**src/rtl/led_frame_regs_if.sv**
```systemverilog
// Memory bus bundle between the CPU-side master and the LED frame register block.
// Ports: mem_valid/mem_addr/mem_wdata/mem_wstrb driven by the master (wstrb = 0 means read),
//        mem_ready/mem_rdata returned by the slave (rdata valid while ready is high).
interface led_frame_regs_if;
  logic        mem_valid;
  logic [31:0] mem_addr;
  logic [31:0] mem_wdata;
  logic [3:0]  mem_wstrb;
  logic        mem_ready;
  logic [31:0] mem_rdata;

  modport master (
    output mem_valid, mem_addr, mem_wdata, mem_wstrb,
    input  mem_ready, mem_rdata
  );

  modport slave (
    input  mem_valid, mem_addr, mem_wdata, mem_wstrb,
    output mem_ready, mem_rdata
  );
endinterface

```
**src/rtl/led_frame_regs.sv**
```systemverilog
// Purpose: double-buffered LED column frame buffer; CPU writes BACK, front copies at frame ticks.
// Latency: bus ack one cycle after a request is first seen; leds change the cycle after frame_tick.
// Backpressure: one-shot ack per request, a held request is re-acked only after an IDLE cycle.
// Ports: clk, reset (sync, active high); bus (slave modport: mem_valid/addr/wdata/wstrb in,
//        mem_ready/rdata out); leds1..leds4 front buffer bytes 0..3; frame_tick (counter all ones).
// Optional feature: define LED_BLINK_EN to add the BLINK register (offset 0x8) and column blinking.
module led_frame_regs #(
  parameter logic [31:0] BASE_ADDR  = 32'h0200_0000,
  parameter int          FRAME_BITS = 18
) (
  input  logic             clk,
  input  logic             reset,
  led_frame_regs_if.slave  bus,
  output logic [7:0]       leds1,
  output logic [7:0]       leds2,
  output logic [7:0]       leds3,
  output logic [7:0]       leds4,
  output logic             frame_tick
);

  localparam logic [0:0] S_IDLE = 1'b0;
  localparam logic [0:0] S_ACK  = 1'b1;

  logic [0:0]            r_state;
  logic [FRAME_BITS-1:0] r_frame_cnt;
  logic [31:0]           r_back;
  logic [31:0]           r_front;
  logic [31:0]           r_rdata;
  logic                  r_pending;
  logic                  r_auto;

  logic [1:0]  w_off;
  logic        w_sel;
  logic        w_commit;
  logic        w_tick;
  logic        w_swap;
  logic [31:0] w_rd_val;
  logic        w_unused;

  // Byte lane bits never affect decode; this keeps them visibly consumed.
  assign w_unused = ^bus.mem_addr[1:0];

  assign w_off    = bus.mem_addr[3:2];
  // Offset 0xC is left to another slave, so it is never selected.
  assign w_sel    = bus.mem_valid && (bus.mem_addr[31:4] == BASE_ADDR[31:4]) && (w_off != 2'b11);
  assign w_commit = (r_state == S_IDLE) && w_sel;

  assign w_tick     = &r_frame_cnt;
  assign frame_tick = w_tick;
  assign w_swap     = w_tick && (r_pending || r_auto);

  assign bus.mem_ready = (r_state == S_ACK);
  assign bus.mem_rdata = r_rdata;

  // Bus FSM: the ACK state always returns to IDLE, so a held request sees one idle gap.
  always_ff @(posedge clk) begin
    if (reset) begin
      r_state <= S_IDLE;
    end else begin
      case (r_state)
        S_IDLE:  r_state <= w_sel ? S_ACK : S_IDLE;
        default: r_state <= S_IDLE;
      endcase
    end
  end

  always_ff @(posedge clk) begin
    if (reset) begin
      r_frame_cnt <= '0;
    end else begin
      r_frame_cnt <= r_frame_cnt + FRAME_BITS'(1);
    end
  end

`ifdef LED_BLINK_EN
  logic [7:0] r_blink_period;
  logic [7:0] r_blink_cnt;
  logic [3:0] r_blink_mask;
  logic [3:0] r_blank;
  logic       r_phase_off;

  logic       w_period_wr;
  logic       w_mask_wr;
  logic [7:0] w_cnt_nxt;
  logic       w_phase_nxt;

  assign w_period_wr = w_commit && (w_off == 2'd2) && bus.mem_wstrb[0];
  assign w_mask_wr   = w_commit && (w_off == 2'd2) && bus.mem_wstrb[1];

  // A PERIOD write restarts the blink cycle and wins over a coincident tick.
  always_comb begin
    w_cnt_nxt   = r_blink_cnt;
    w_phase_nxt = r_phase_off;
    if (w_period_wr) begin
      w_cnt_nxt   = 8'd0;
      w_phase_nxt = 1'b0;
    end else if (w_tick) begin
      if (r_blink_period == 8'd0) begin
        w_cnt_nxt   = 8'd0;
        w_phase_nxt = 1'b0;
      end else if (r_blink_cnt == r_blink_period - 8'd1) begin
        w_cnt_nxt   = 8'd0;
        w_phase_nxt = ~r_phase_off;
      end else begin
        w_cnt_nxt   = r_blink_cnt + 8'd1;
      end
    end
  end

  always_ff @(posedge clk) begin
    if (reset) begin
      r_blink_period <= '0;
      r_blink_cnt    <= '0;
      r_blink_mask   <= '0;
      r_blank        <= '0;
      r_phase_off    <= 1'b0;
    end else begin
      r_blink_cnt <= w_cnt_nxt;
      r_phase_off <= w_phase_nxt;
      if (w_period_wr) r_blink_period <= bus.mem_wdata[7:0];
      if (w_mask_wr)   r_blink_mask   <= bus.mem_wdata[11:8];
      // Blanking only moves on frame boundaries so columns never change mid-scan.
      if (w_tick)      r_blank        <= w_phase_nxt ? r_blink_mask : 4'd0;
    end
  end

  assign leds1 = r_front[7:0]   & {8{~r_blank[0]}};
  assign leds2 = r_front[15:8]  & {8{~r_blank[1]}};
  assign leds3 = r_front[23:16] & {8{~r_blank[2]}};
  assign leds4 = r_front[31:24] & {8{~r_blank[3]}};
`else
  assign leds1 = r_front[7:0];
  assign leds2 = r_front[15:8];
  assign leds3 = r_front[23:16];
  assign leds4 = r_front[31:24];
`endif

  // Read value reflects state before any write committing on the same edge.
  always_comb begin
    w_rd_val = '0;
    case (w_off)
      2'd0:    w_rd_val = r_back;
      2'd1:    w_rd_val = {30'd0, r_auto, r_pending};
`ifdef LED_BLINK_EN
      2'd2:    w_rd_val = {20'd0, r_blink_mask, r_blink_period};
`endif
      default: w_rd_val = '0;
    endcase
  end

  always_ff @(posedge clk) begin
    if (reset) begin
      r_rdata <= '0;
    end else begin
      r_rdata <= w_commit ? w_rd_val : 32'd0;
    end
  end

  always_ff @(posedge clk) begin
    if (reset) begin
      r_back <= '0;
    end else begin
      for (int i = 0; i < 4; i++) begin
        if (w_commit && (w_off == 2'd0) && bus.mem_wstrb[i]) begin
          r_back[8*i +: 8] <= bus.mem_wdata[8*i +: 8];
        end
      end
    end
  end

  // Swap copies the pre-write BACK; a SWAP write on the tick edge re-arms pending
  // after the clear, so it is honoured on the following frame.
  always_ff @(posedge clk) begin
    if (reset) begin
      r_front   <= '0;
      r_pending <= 1'b0;
      r_auto    <= 1'b0;
    end else begin
      if (w_swap) begin
        r_front   <= r_back;
        r_pending <= 1'b0;
      end
      if (w_commit && (w_off == 2'd1) && bus.mem_wstrb[0]) begin
        r_auto <= bus.mem_wdata[1];
        if (bus.mem_wdata[0]) r_pending <= 1'b1;
      end
    end
  end

endmodule

```
**src/flat_wrapper.sv**
```systemverilog
// flat-port wrapper written by rule: the top's interface ports become plain ports
module led_frame_regs_flat 
#(
  parameter logic [31:0] BASE_ADDR  = 32'h0200_0000,
  parameter int          FRAME_BITS = 18
)
  (clk, reset, leds1, leds2, leds3, leds4, frame_tick, bus_mem_valid, bus_mem_addr, bus_mem_wdata, bus_mem_wstrb, bus_mem_ready, bus_mem_rdata);
  led_frame_regs_if bus_i ();
  input  logic clk;
  input  logic reset;
  output logic [7:0] leds1;
  output logic [7:0] leds2;
  output logic [7:0] leds3;
  output logic [7:0] leds4;
  output logic frame_tick;
  input wire logic [$bits(bus_i.mem_valid)-1:0] bus_mem_valid;
  input wire logic [$bits(bus_i.mem_addr)-1:0] bus_mem_addr;
  input wire logic [$bits(bus_i.mem_wdata)-1:0] bus_mem_wdata;
  input wire logic [$bits(bus_i.mem_wstrb)-1:0] bus_mem_wstrb;
  output wire logic [$bits(bus_i.mem_ready)-1:0] bus_mem_ready;
  output wire logic [$bits(bus_i.mem_rdata)-1:0] bus_mem_rdata;
  assign bus_i.mem_valid = bus_mem_valid;
  assign bus_i.mem_addr = bus_mem_addr;
  assign bus_i.mem_wdata = bus_mem_wdata;
  assign bus_i.mem_wstrb = bus_mem_wstrb;
  assign bus_mem_ready = bus_i.mem_ready;
  assign bus_mem_rdata = bus_i.mem_rdata;
  led_frame_regs #(.BASE_ADDR(BASE_ADDR), .FRAME_BITS(FRAME_BITS)) u_core (.clk(clk), .reset(reset), .bus(bus_i), .leds1(leds1), .leds2(leds2), .leds3(leds3), .leds4(leds4), .frame_tick(frame_tick));
endmodule
```
**config.mk**
```make
export PLATFORM = sky130hd
export DESIGN_NAME = led_frame_regs_flat
export DESIGN_NICKNAME = d
export VERILOG_FILES = /design/src/rtl/led_frame_regs_if.sv /design/src/rtl/led_frame_regs.sv /design/src/flat_wrapper.sv
export SDC_FILE = /design/constraint.sdc
export NUM_CORES = 1
export LEC_CHECK = 0
export BUFFER_PORTS_ARGS = -buffer_cell sky130_fd_sc_hd__clkbuf_2
export CORE_ASPECT_RATIO = 0.9
export CORE_UTILIZATION = 50
export DETAILED_ROUTE_END_ITERATION = 7
export GPL_TIMING_DRIVEN = 0
export PLACE_DENSITY_LB_ADDON = 0.1
export SYNTH_ARGS = -nofsm -noshare
export SYNTH_HDL_FRONTEND = slang
export SYNTH_SLANG_ARGS = --single-unit
export TNS_END_PERCENT = 5
```
**constraint.sdc**
```tcl
create_clock -name clk -period 5.4 [get_ports clk]
set_input_delay 0.27 -clock clk [delete_from_list [all_inputs] [get_ports clk]]
set_output_delay 0.27 -clock clk [all_outputs]
set_load 0.02 [all_outputs]
```
==> results.sh <==
export IMPL_worst_setup_path_end_kind="output port"
export IMPL_cts_max_path_buffers=2
export IMPL_fmax_mhz=383
export IMPL_cts_sinks=117
export IMPL_grt_busiest_layer="met2"
export IMPL_rsz0062_at_grt="no"
export IMPL_syn_avg_cell_area_um2=10.5
export IMPL_arrival_ns=2.34
export IMPL_wl_per_cell_um=14.1
export IMPL_netlist_area_um2=4520
export IMPL_vias_per_cell=4.95
export IMPL_drt_total_wl_um=10200
export IMPL_hold_class="input pin to flip-flop"
export IMPL_placed_cells=682
export IMPL_ir_drop_mv=0.244
export IMPL_num_antenna_cells=0
export IMPL_drt_pre_antenna_iters=4
export IMPL_grt_pass1_wl_um=16500
export IMPL_powerDensity_nw_per_um2=363
export IMPL_coreArea_um2=8690
export IMPL_drive_above_1_share_pct=30.6
export IMPL_insertion_delay_ns=0.51
export IMPL_critPathLaunchType="flip-flop"
export IMPL_outcome="completed"
export IMPL_slew_viol_final=0
export IMPL_drtIter0Drc=108
export IMPL_ys_seq_elements=117
export IMPL_gr_usage_met2_pct=40.4
export IMPL_cts_root_buf="clkbuf_8"
export IMPL_syn_nets=502
export IMPL_cts_tree="done"
export IMPL_slew_headroom_pct=47.7
export IMPL_drv_cap=0
export IMPL_path_clk_slew_ns=0.05
export IMPL_grt_overflow=0
export IMPL_post_route_period_util_pct=48.3
export IMPL_path_class="flip-flop to output port"
export IMPL_fin_cells=720
export IMPL_place_congestion=0.776
export IMPL_cts_buffers=17
export IMPL_use_met1_pct=27.2
export IMPL_num_rows=32
export IMPL_dpl_hpwl_um=6980
export IMPL_syn_to_final_growth_pct=34.3
export IMPL_yosys_warnings=0
export IMPL_grt_pass1_vias=3520
export IMPL_syn_inst=430
export IMPL_worst_pin_slew_ns=0.778
export IMPL_grt_usage_pct=23.2
export IMPL_hold_violations=0
export IMPL_design_final_nets=661
export IMPL_crit_fanout=7
export IMPL_vias=3566
export IMPL_antenna_found_initial=0
export IMPL_cts_htree_levels=4
export IMPL_die_w_um=102
export IMPL_drtAntennaViolNets=0
export IMPL_layout_common_cells="clkbuf_2, dfxtp_1, nand2b_1, mux2i_1, nor2_1"
export IMPL_die_height_um=92.2
export IMPL_fillCellCount=683
export IMPL_netlist_cell_type_count=34
export IMPL_grtUsageMet3_pct=7.16
export IMPL_fin_setup_tns_ns=0
export IMPL_drc=0
export IMPL_finClkSkew_ns=0.00939
export IMPL_cts_resized_gates=0
export IMPL_fin_crit_ns=2.61
export IMPL_total_leakage_power_nw=2.41
export IMPL_start_util_pct=52.0
export IMPL_final_common_cell="clkbuf_2"
export IMPL_setup_viol_count_final=0
export IMPL_portBuffers=133
export IMPL_grt_max_degree=17
export IMPL_ios=137
export IMPL_die_area_um2=9430
export IMPL_yosysSeqAreaShare_pct=51.8
export IMPL_worstPathRequired_ns=5.13
-- flip-flops by register name, summed over array words and instances (netlist names) --
| register | cells |
|---|---|
| u_core.bus.mem_rdata | 32 |
| u_core.bus.mem_ready | 1 |
| u_core.r_auto | 1 |
| u_core.r_back | 32 |
| u_core.r_frame_cnt | 18 |
| u_core.r_front | 32 |
| u_core.r_pending | 1 |
-- logic make-up (layout without fill, tap and decap cells) --
| family | after synthesis | count (layout) | synth area share, % |
|---|---|---|---|
| and+or+nand+nor | 193 | 193 | 26.0 |
| DFF | 117 | 117 | 51.8 |
| adders and majority gates | 1 | 1 | 0.277 |
| muxes | 68 | 68 | 15.1 |
| buffers and inverters | 29 | 200 | 3.32 |
| xor gates and xnor gates | 10 | 10 | 1.94 |
| AOI/OAI and AO/OA | 12 | 12 | 1.55 |
-- final timing paths --
| kind | startpoint | slack (ns) | cells after the start | to |
|---|---|---|---|---|
| worst max-delay path | u_core.r_frame_cnt[0] | 2.79 | 6 | frame_tick |
| worst min-delay path | bus_mem_wdata[22] | 0.009 | 3 | u_core.r_back[22] |
| worst max register to register | u_core.r_frame_cnt[0] | 3.00 | 7 | u_core.r_front[22] |
| worst min register to register | u_core.r_frame_cnt[0] | 0.46 | 1 | u_core.r_frame_cnt[0] |
-- synth_stat cells (all sizes together) --
cell type | count | share of area (%)
dfxtp | 117 | 52
nor3 | 3 | 0.58
nand2b | 98 | 14
nor2 | 47 | 3.9
nor4 | 15 | 3.4
clkbuf | 17 | 1.4
inv | 8 | 0.66
and4 | 1 | 0.19
a31o | 1 | 0.19
nand2 | 6 | 0.50
ha | 1 | 0.28
mux2 | 1 | 0.25
a21oi | 5 | 0.55
nand4 | 4 | 0.83
a211oi | 1 | 0.17
buf | 4 | 1.2
xnor2 | 9 | 1.7
or3 | 5 | 0.77
nor4b | 2 | 0.39
xor2 | 1 | 0.19
or2 | 2 | 0.28
mux2i | 67 | 15
or4 | 2 | 0.42
nand3 | 6 | 0.94
nor2b | 2 | 0.28
o21ai | 4 | 0.44
o32ai | 1 | 0.19
-- metal layers --
metal,up-vias,share of wire [%]
met5,-,0
met1,1680,44
met4,0,0.59
met3,7,6.0
li1,1754,-
met2,125,50
-- power by group --
part           leakage [nW]  switching (mW)  internal (mW)
logic                  1.15          0.0312         0.0395
clock network         0.317           0.400          0.866
registers             0.942         0.00196          0.865
-- cell type report --
cell class	instances	area [um2]	area share [%]
Clock buffer	19	442	7.27
Sequential cell	117	2340	38.6
Timing Repair Buffer	140	736	12.1
Tap cell	119	149	2.45
Inverter	8	30.0	0.494
Buffer	21	120	1.98
Multi-Input combinational cell	284	2030	33.4
Clock inverter	12	225	3.71
-- through the flow --
step	hold WS (ns)	setup slack (ns)	utilization, %	power [mW]	instance area, um2
after floorplan	0.348	3.28	-	0.918	4520
after global placement	0.447	3.06	61.4	0.952	5340
after detailed placement	0.453	3.02	61.4	0.953	5340
after CTS	0.000521	2.79	69.9	2.21	6070
after global routing	0.00284	2.67	69.9	2.26	6070
final	0.00924	2.79	69.9	2.20	6070
-- worst max-delay path, cell delays in order, from the launching register on --
cell and delay [ns]:
dfxtp_1 0.37, ha_1 0.25, nand3_4 0.13, or4_4 0.54, buf_6 0.15, nor2_1 0.18
clkbuf_2 0.22
-- timing repair --
item	in CTS	in global routing
setup endpoints to repair	0	0
buffers inserted	0	0
hold endpoints to repair	7	0
hold buffers	7	0
Note: power is estimated with default switching activity, not from simulation.
